## src/rtl/ldm_reg_writer_pkg.sv

```systemverilog
// Shared types and constants for the load-multiple writeback sequencer.
package ldm_reg_writer_pkg;

  localparam int unsigned WORD_BYTES = 4;
  localparam int unsigned NREG       = 16;
  localparam int unsigned REG_IDX_W  = 4;

  typedef enum logic [2:0] {
    StIdle,
    StReq,
    StWait,
    StWrite,
    StDone
  } state_e;

endpackage

```

## src/rtl/lsb_index16.sv

```systemverilog
// Lowest-set-bit priority encoder: 16-bit vector in, index of lowest set bit and any-set flag out.
module lsb_index16
  import ldm_reg_writer_pkg::*;
(
  input  logic [15:0]          vec,
  output logic [REG_IDX_W-1:0] idx,
  output logic                 any
);

  always_comb begin
    idx = '0;
    any = |vec;
    // Scan high to low so the lowest set bit wins.
    for (int i = 15; i >= 0; i--) begin
      if (vec[i]) begin
        idx = REG_IDX_W'(i);
      end
    end
  end

endmodule

```

## src/rtl/ldm_reg_writer.sv

```systemverilog
// Load-multiple writeback sequencer: one word read per set list bit, ascending order, each
// returned word written to its register with a one-cycle strobe.
module ldm_reg_writer #(
  parameter int unsigned ADDR_W = 32,
  parameter int unsigned DATA_W = 32,
  parameter int unsigned NREG   = 16
) (
  input  logic              clk,
  input  logic              rst_n,
  input  logic              start,
  input  logic [NREG-1:0]   reg_list,
  input  logic [ADDR_W-1:0] base_addr,
  output logic              busy,
  output logic              done,
  output logic              mem_req_valid,
  input  logic              mem_req_ready,
  output logic [ADDR_W-1:0] mem_req_addr,
  input  logic              mem_rsp_valid,
  input  logic [DATA_W-1:0] mem_rsp_data,
  output logic              wr_en,
  output logic [3:0]        destination,
  output logic [DATA_W-1:0] LDR_mux
);
  import ldm_reg_writer_pkg::*;

  state_e                 state_q, state_d;
  logic [NREG-1:0]        list_q, list_d;
  logic [ADDR_W-1:0]      addr_q, addr_d;
  logic [REG_IDX_W-1:0]   dest_q, dest_d;
  logic [DATA_W-1:0]      data_q, data_d;

  logic [NREG-1:0]        enc_in;
  logic [NREG-1:0]        list_clr;
  logic [REG_IDX_W-1:0]   cur_idx;
  logic                   cur_any;

  // In IDLE the encoder screens the incoming list; afterwards it picks the next register.
  assign enc_in   = (state_q == StIdle) ? reg_list : list_q;
  assign list_clr = list_q & ~(NREG'(1) << cur_idx);

  lsb_index16 u_lsb_index16 (
    .vec (enc_in),
    .idx (cur_idx),
    .any (cur_any)
  );

  always_ff @(posedge clk) begin
    if (!rst_n) begin
      state_q <= StIdle;
      list_q  <= '0;
      addr_q  <= '0;
      dest_q  <= '0;
      data_q  <= '0;
    end else begin
      state_q <= state_d;
      list_q  <= list_d;
      addr_q  <= addr_d;
      dest_q  <= dest_d;
      data_q  <= data_d;
    end
  end

  always_comb begin
    state_d = state_q;
    list_d  = list_q;
    addr_d  = addr_q;
    dest_d  = dest_q;
    data_d  = data_q;
    unique case (state_q)
      StIdle: begin
        if (start) begin
          if (cur_any) begin
            list_d  = reg_list;
            addr_d  = base_addr & ~ADDR_W'(WORD_BYTES - 1);
            state_d = StReq;
          end else begin
            state_d = StDone;
          end
        end
      end
      StReq: begin
        if (mem_req_ready) begin
          state_d = StWait;
        end
      end
      StWait: begin
        // Destination and data only change here, so they hold while wr_en is low.
        if (mem_rsp_valid) begin
          data_d  = mem_rsp_data;
          dest_d  = cur_idx;
          state_d = StWrite;
        end
      end
      StWrite: begin
        list_d  = list_clr;
        addr_d  = addr_q + ADDR_W'(WORD_BYTES);
        state_d = (list_clr == '0) ? StDone : StReq;
      end
      StDone: begin
        state_d = StIdle;
      end
      default: begin
        state_d = StIdle;
      end
    endcase
  end

  always_comb begin
    busy          = (state_q != StIdle);
    done          = (state_q == StDone);
    mem_req_valid = (state_q == StReq);
    mem_req_addr  = addr_q;
    wr_en         = (state_q == StWrite);
    destination   = dest_q;
    LDR_mux       = data_q;
  end

endmodule
```

## config.mk

```make
export PLATFORM = sky130hd
export DESIGN_NAME = ldm_reg_writer
export DESIGN_NICKNAME = d
export VERILOG_FILES = /design/src/rtl/ldm_reg_writer_pkg.sv /design/src/rtl/lsb_index16.sv /design/src/rtl/ldm_reg_writer.sv
export SDC_FILE = /design/constraint.sdc
export NUM_CORES = 1
export LEC_CHECK = 0
export BUFFER_PORTS_ARGS = -buffer_cell sky130_fd_sc_hd__buf_2
export CORE_ASPECT_RATIO = 0.9
export CORE_MARGIN = 5
export CORE_UTILIZATION = 46
export CTS_CLUSTER_DIAMETER = 200
export CTS_CLUSTER_SIZE = 12
export DETAILED_ROUTE_END_ITERATION = 8
export PLACE_DENSITY = 0.77
export SLEW_MARGIN = 30
export SYNTH_ARGS = -nofsm -noshare
export SYNTH_HDL_FRONTEND = slang
export SYNTH_SLANG_ARGS = --single-unit
```

## constraint.sdc

```tcl
create_clock -name clk -period 2.8 [get_ports clk]
set_clock_uncertainty 0.2 [all_clocks]
set_input_delay 0.56 -clock clk [delete_from_list [all_inputs] [get_ports clk]]
set_output_delay 0.56 -clock clk [all_outputs]
set_load 0.005 [all_outputs]
```

Word-level counts from Yosys, hierarchy flattened
Cells that the tools add are included.
{ "word_totals": {"reg_bits": 87, "latch_bits": 0, "mem_bits_rw": 0, "rom_bits": 0, "input_bits": 85, "output_inout_bits": 72, "word_cells": 54, "memories": 0} }
{ "op_classes": {"addsub": 1, "n_mul": 0, "div_mod_pow": 0, "order_cmp": 0, "n_eq_ne": 8, "shifts": 1, "mux": 29, "bitwise": 2, "reduce_logical": 8} }
{ "ops": {"columns": ["cell", "count"], "rows": [
  ["32-bit two-way mux", 2],
  ["4-bit two-way mux", 16],
  ["32-bit one-hot mux with 2 select lines", 1],
  ["16-bit two-way mux", 3],
  ["32-bit by 3-bit adder with 32-bit output, second input constant", 1],
  ["16-bit one-hot mux with 2 select lines", 1],
  ["16-bit bitwise AND", 1],
  ["16-bit logical NOT", 1],
  ["16-bit inverter", 1],
  ["16-bit OR reduction", 1],
  ["1-bit by 4-bit left shift with 16-bit output, first input constant", 1],
  ["3-bit two-way mux", 5],
  ["3-bit one-hot mux with 4 select lines", 1],
  ["3-bit by 2-bit == test with 1-bit output, second input constant", 2],
  ["2-bit inequality test, second input constant", 3],
  ["3-bit AND reduction", 2],
  ["3-bit by 1-bit == test with 1-bit output, second input constant", 1],
  ["3-bit == test, second input constant", 1],
  ["3-bit logical NOT", 1],
  ["3-bit nonzero test", 1],
  ["2-bit by 1-bit inequality test with 1-bit output, second input constant", 1],
  ["2-bit AND reduction", 1],
  ["2-bit nonzero test", 1]
]} }

Longest topological paths before layout
{ "depth": {"word_depth": 24, "mapped_depth": 14, "ltp_nobuf": 11} }

Modules after synthesis
A second synthesis with hierarchy kept.
{ "unflattened": {"cells_unflattened": 652, "hier_area_um2": 4755.8} }
{ "by_module_without_submodules": {"columns": ["module", "n_inst", "cells_each", "area_each_um2", "seq_area_each_um2"], "rows": [
  ["ldm_reg_writer", 1, 618, 4579.4, 1701.6],
  ["lsb_index16", 1, 34, 176.4, 0.0]
]} }

Worst setup path before layout
No wires, ideal clock.
{ "synth_path": {"kind": "in2reg", "start": "in reg_list[6]", "end": "reg state_q[0]", "setup_ns": 0.120, "arrival_time_ns": 2.584, "required_ns": 2.480, "slack_ns": -0.105, "path_stages": 10, "path_buffers": 0, "path_cell_list": "or4_1 nor3_1 or2_1 nand2_1 a21o_1 nor3b_1 o2111ai_1 nor4_2 and2_1 o31ai_1"} }
{ "synth_between": {"elab_chain_len": 14, "word_cells_on_any_way": 17, "classes_between": "shift: 1; mux: 12; bitwise: 2; reduce/logical: 2"} }
{ "synth_lines": {"columns": ["element", "line_no", "text"], "rows": [
  ["start: declaration", "ldm_reg_writer.sv:11", "input logic [NREG-1:0] reg_list,"],
  ["16-bit two-way mux *", "ldm_reg_writer.sv:38", "assign enc_in = (state_q == StIdle) ? reg_list : list_q;"],
  ["4-bit two-way mux (7 in a row)", "lsb_index16.sv:15", "if (vec[i]) begin"],
  ["1-bit by 4-bit left shift with 16-bit output", "ldm_reg_writer.sv:39", "assign list_clr = list_q & ~(NREG'(1) << cur_idx);"],
  ["16-bit inverter", "ldm_reg_writer.sv:39", null],
  ["16-bit bitwise AND", "ldm_reg_writer.sv:39", null],
  ["16-bit logical NOT", "ldm_reg_writer.sv:97", "state_d = (list_clr == '0) ? StDone : StReq;"],
  ["3-bit two-way mux", "ldm_reg_writer.sv:97", null],
  ["3-bit one-hot mux with 4 select lines *", "ldm_reg_writer.sv:69", "unique case (state_q)"],
  ["end signal: assignment", "ldm_reg_writer.sv:49", "state_q <= StIdle;"],
  ["end signal: assignment", "ldm_reg_writer.sv:55", "state_q <= state_d;"],
  ["end: declaration", "ldm_reg_writer.sv:26", "state_e state_q, state_d;"]
]} }
Every way passes the cells marked *; elsewhere a longest branch is shown, timed or not. The select of a mux whose other input is x is not followed.
A chain may end at the register's enable or synchronous reset.

Final worst setup path
{ "layout_path": {"start": "reg list_q[0]", "end": "reg state_q[0]"} }
{ "layout_between": {"elab_chain_len": 8, "word_cells_on_any_way": 11, "classes_between": "shift: 1; mux: 6; bitwise: 2; reduce/logical: 2"} }
{ "layout_lines": {"columns": ["element", "line_no", "text"], "rows": [
  ["start: declaration", "ldm_reg_writer.sv:27", "logic [NREG-1:0] list_q, list_d;"],
  ["start signal: assignment", "ldm_reg_writer.sv:56", "list_q <= list_d;"],
  ["16-bit two-way mux", "ldm_reg_writer.sv:38", null],
  ["4-bit two-way mux", "lsb_index16.sv:15", null],
  ["1-bit by 4-bit left shift with 16-bit output", "ldm_reg_writer.sv:39", null],
  ["16-bit inverter", "ldm_reg_writer.sv:39", null],
  ["16-bit bitwise AND", "ldm_reg_writer.sv:39", null],
  ["16-bit logical NOT", "ldm_reg_writer.sv:97", null],
  ["3-bit two-way mux", "ldm_reg_writer.sv:97", null],
  ["3-bit one-hot mux with 4 select lines *", "ldm_reg_writer.sv:69", null]
]} }
Marks and branches as above.

==> impl_metrics.tcl <==
set metrics [dict create \
    hp-start "base_addr[10]" \
    setup_viol 3 \
    hold_path.class "in2reg" \
    clockBufferDepth 2 \
    grt_use_met1_pct 32.6 \
    wl_per_cell_um 16.9 \
    grt_antenna_before_repair 0 \
    failed_checks "negative setup slack" \
    rr_worst_depth 9 \
    fp.dieW_um 116 \
    grt_overflow_total 0 \
    synthCells 610 \
    grt_max_degree 40 \
    initial_core_util_pct 47.6 \
    route.vias.total 5581 \
    synth.distinct_cells 71 \
    postPlaceCellArea_sq_um 6140 \
    numPlacedInstances 944 \
    synth_area_sq_um 4630 \
    setup_ws_ps -47.5 \
    period_needed_ps 2850 \
    period_share_pct 102 \
    root_buffer "clkbuf_8" \
    avgSynthCellArea_sq_um 7.60 \
    drt_pre_antenna_iters 5 \
    stdcell_count 977 \
    r2r_start "list_q[0]" \
    grtUsageMet3_pct 5.85 \
    worstPathArrival_ps 2910 \
    cp_max_fo 3 \
    ir_drop_mv 0.472 \
    die_area_sq_um 12200 \
    drt-total-wl_um 16500 \
    drcViolationCount 0 \
    numCtsBuffers 9 \
    synth_edf_count 0 \
    dieHeight_um 105 \
    fill_cells 830 \
    ant_nets 0 \
    detailed_place_hpwl_um 12000 \
    num-nets-final 932 \
    cts.sinks 85 \
    gp_congestion 0.909 \
    clkSlewWorstSetupHoldPaths_ps 100 \
    core_sq_um 9740 \
    yosys.area.top_type "dfxtp_1" \
    yosys-top-cells-area "dfxtp_1 37%, nand2_1 9.2%, a21boi_0 7.6%" \
    drv_cap 0 \
    endpoint_kind "register" \
    htreeDepth 3 \
    cts_hold_repair.buffers 0 \
    slew_viol_final 0 \
    reg2reg_to "state_q[0]" \
    pre_cts_ws_ps -338 \
    syn_to_final_growth_pct 46.4 \
    timing.fmax_mhz 351 \
    grt_pass1_wl_um 25800 \
    startpoint_type "register" \
    final_layout_size_suffix_gt1_share_pct 38.9 \
    busiest_layer "met2" \
    portBuffers 152 \
    ioPinCount 157 \
    run_status "finished with violations" \
    synth_commonest_cells "113 x nand2_1, 85 x dfxtp_1, 58 x nor2_1" \
    min_to "mem_req_addr[10]" \
    power_leakage_uw 0.00296 \
    synth-seq-cells 85 \
    relSlewSlack_pct 50.4 \
    power_density_nw_per_um2 791 \
    diodes 0 \
    yosys_most_used_dff "dfxtp_1" \
    drt_iter0_drc 320 \
    fin_util_pct 69.6 \
    rows 34 \
    synthArstFlopShare_pct 0 \
    finalSetupTns_ps -96.2 \
    insertion_delay_ps 370 \
    ys_seq_area_share_pct 36.7 \
    whs_path_depth 2 \
    worst_pin_slew_ps 743 \
    critPathKind "reg2reg" \
    cts_tree "done" \
    rrSetupSlack_ps -50 \
    hold_viol 0 \
    grt_pass1_vias 5376 \
    rsz0062_at_grt "true" \
    stdcell_area_sq_um 6780 \
    track_usage_pct 26.0 \
    synth_top_area_share_pct 36.7 \
    ys_warn_count 0 \
    grtUsageMet2_pct 44.7 \
    yosysMostFrequentCell "nand2_1" \
    via_per_inst 5.71 \
    required_ps 2860 \
]
## state kept, by name (all words and copies together), names as in the netlist
signal,flops
list_q,16
mem_req_addr,30
state_q,3
LDR_mux,32
destination,4
## metrics by stage
step / hold slack, ps / power (uW)
5_1_grt: 209 / 5660
3_5_place_dp: 254 / 3850
2_1_floorplan: 257 / 2770
3_3_place_gp: 245 / 3800
4_1_cts: 217 / 5110
6_report: 228 / 5370
## per-layer routing
layer | vias up | wire (um)
met5 | - | 0
met4 | 0 | 379
met3 | 41 | 1450
met2 | 250 | 8140
met1 | 2632 | 6510
li1 | 2658 | -
## area by class of cell
| type | instances | area (sq um) | area share (%) |
|---|---|---|---|
| tap | 126 | 158 | 2.32 |
| timing repair buffer | 261 | 1680 | 24.7 |
| clock inverter | 6 | 76.3 | 1.13 |
| inverter | 10 | 40.0 | 0.590 |
| clock buffer | 10 | 138 | 2.03 |
| sequential | 85 | 1710 | 25.2 |
| multi-input combinational | 479 | 2990 | 44.0 |
## logic make-up after synthesis
kind of cell,Yosys count,share of synthesized area [%]
xor gates and xnor gates,1,0.189
muxes,3,0.675
buffers and inverters,47,4.37
DFF,85,36.7
AOI/OAI and AO/OA,193,29.1
other,1,0.0809
adders and majority gates,1,0.270
and+or+nand+nor,279,28.6
## worst max-delay path by stage
stage | startpoint | to
2_1_floorplan | state_q[1] | state_q[0]
3_3_place_gp | reg_list[6] | state_q[0]
3_5_place_dp | reg_list[6] | state_q[0]
4_1_cts | state_q[0] | state_q[0]
5_1_grt | list_q[0] | state_q[0]
6_report | list_q[0] | state_q[0]
## cell usage in the layout (no fill, tap or decap), drive strengths merged, types with 3 or more instances in the layout
master  instances
nor2           58
nand3          17
nand4           3
o21ai          43
a211oi          4
inv            13
o31ai           6
nand2b          3
a221oi          6
o22ai           3
nor4           10
o211a           3
clkbuf         12
or4             5
and2            3
dfxtp          85
a21boi         48
a22oi          19
nand2         113
nor3           12
o211ai          7
nor2b          25
a31oi           7
and3           10
buf           259
nor3b           7
a21oi          22
or2             5
## power by group
part	switching [uW]	internal [uW]	total (uW)
combinational	1430	1410	2840
clock	502	454	956
sequential	180	1390	1570
## what timing repair did
action,in CTS,in global routing
resized for setup,38,27
gates cloned,0,2
hold endpoints to repair,0,0
buffers inserted,11,4
pin swaps,17,13
endpoints found under the setup margin,5,44
## critical path, stage by stage (launching register included)
cell	delay, ps
dfxtp_1	350
or4_1	550
o21ai_2	260
a31oi_4	130
or3_4	420
o31ai_4	230
o22ai_2	110
nor4_2	250
and2_1	180
o31ai_1	60
(Power assumes the default switching activity.)
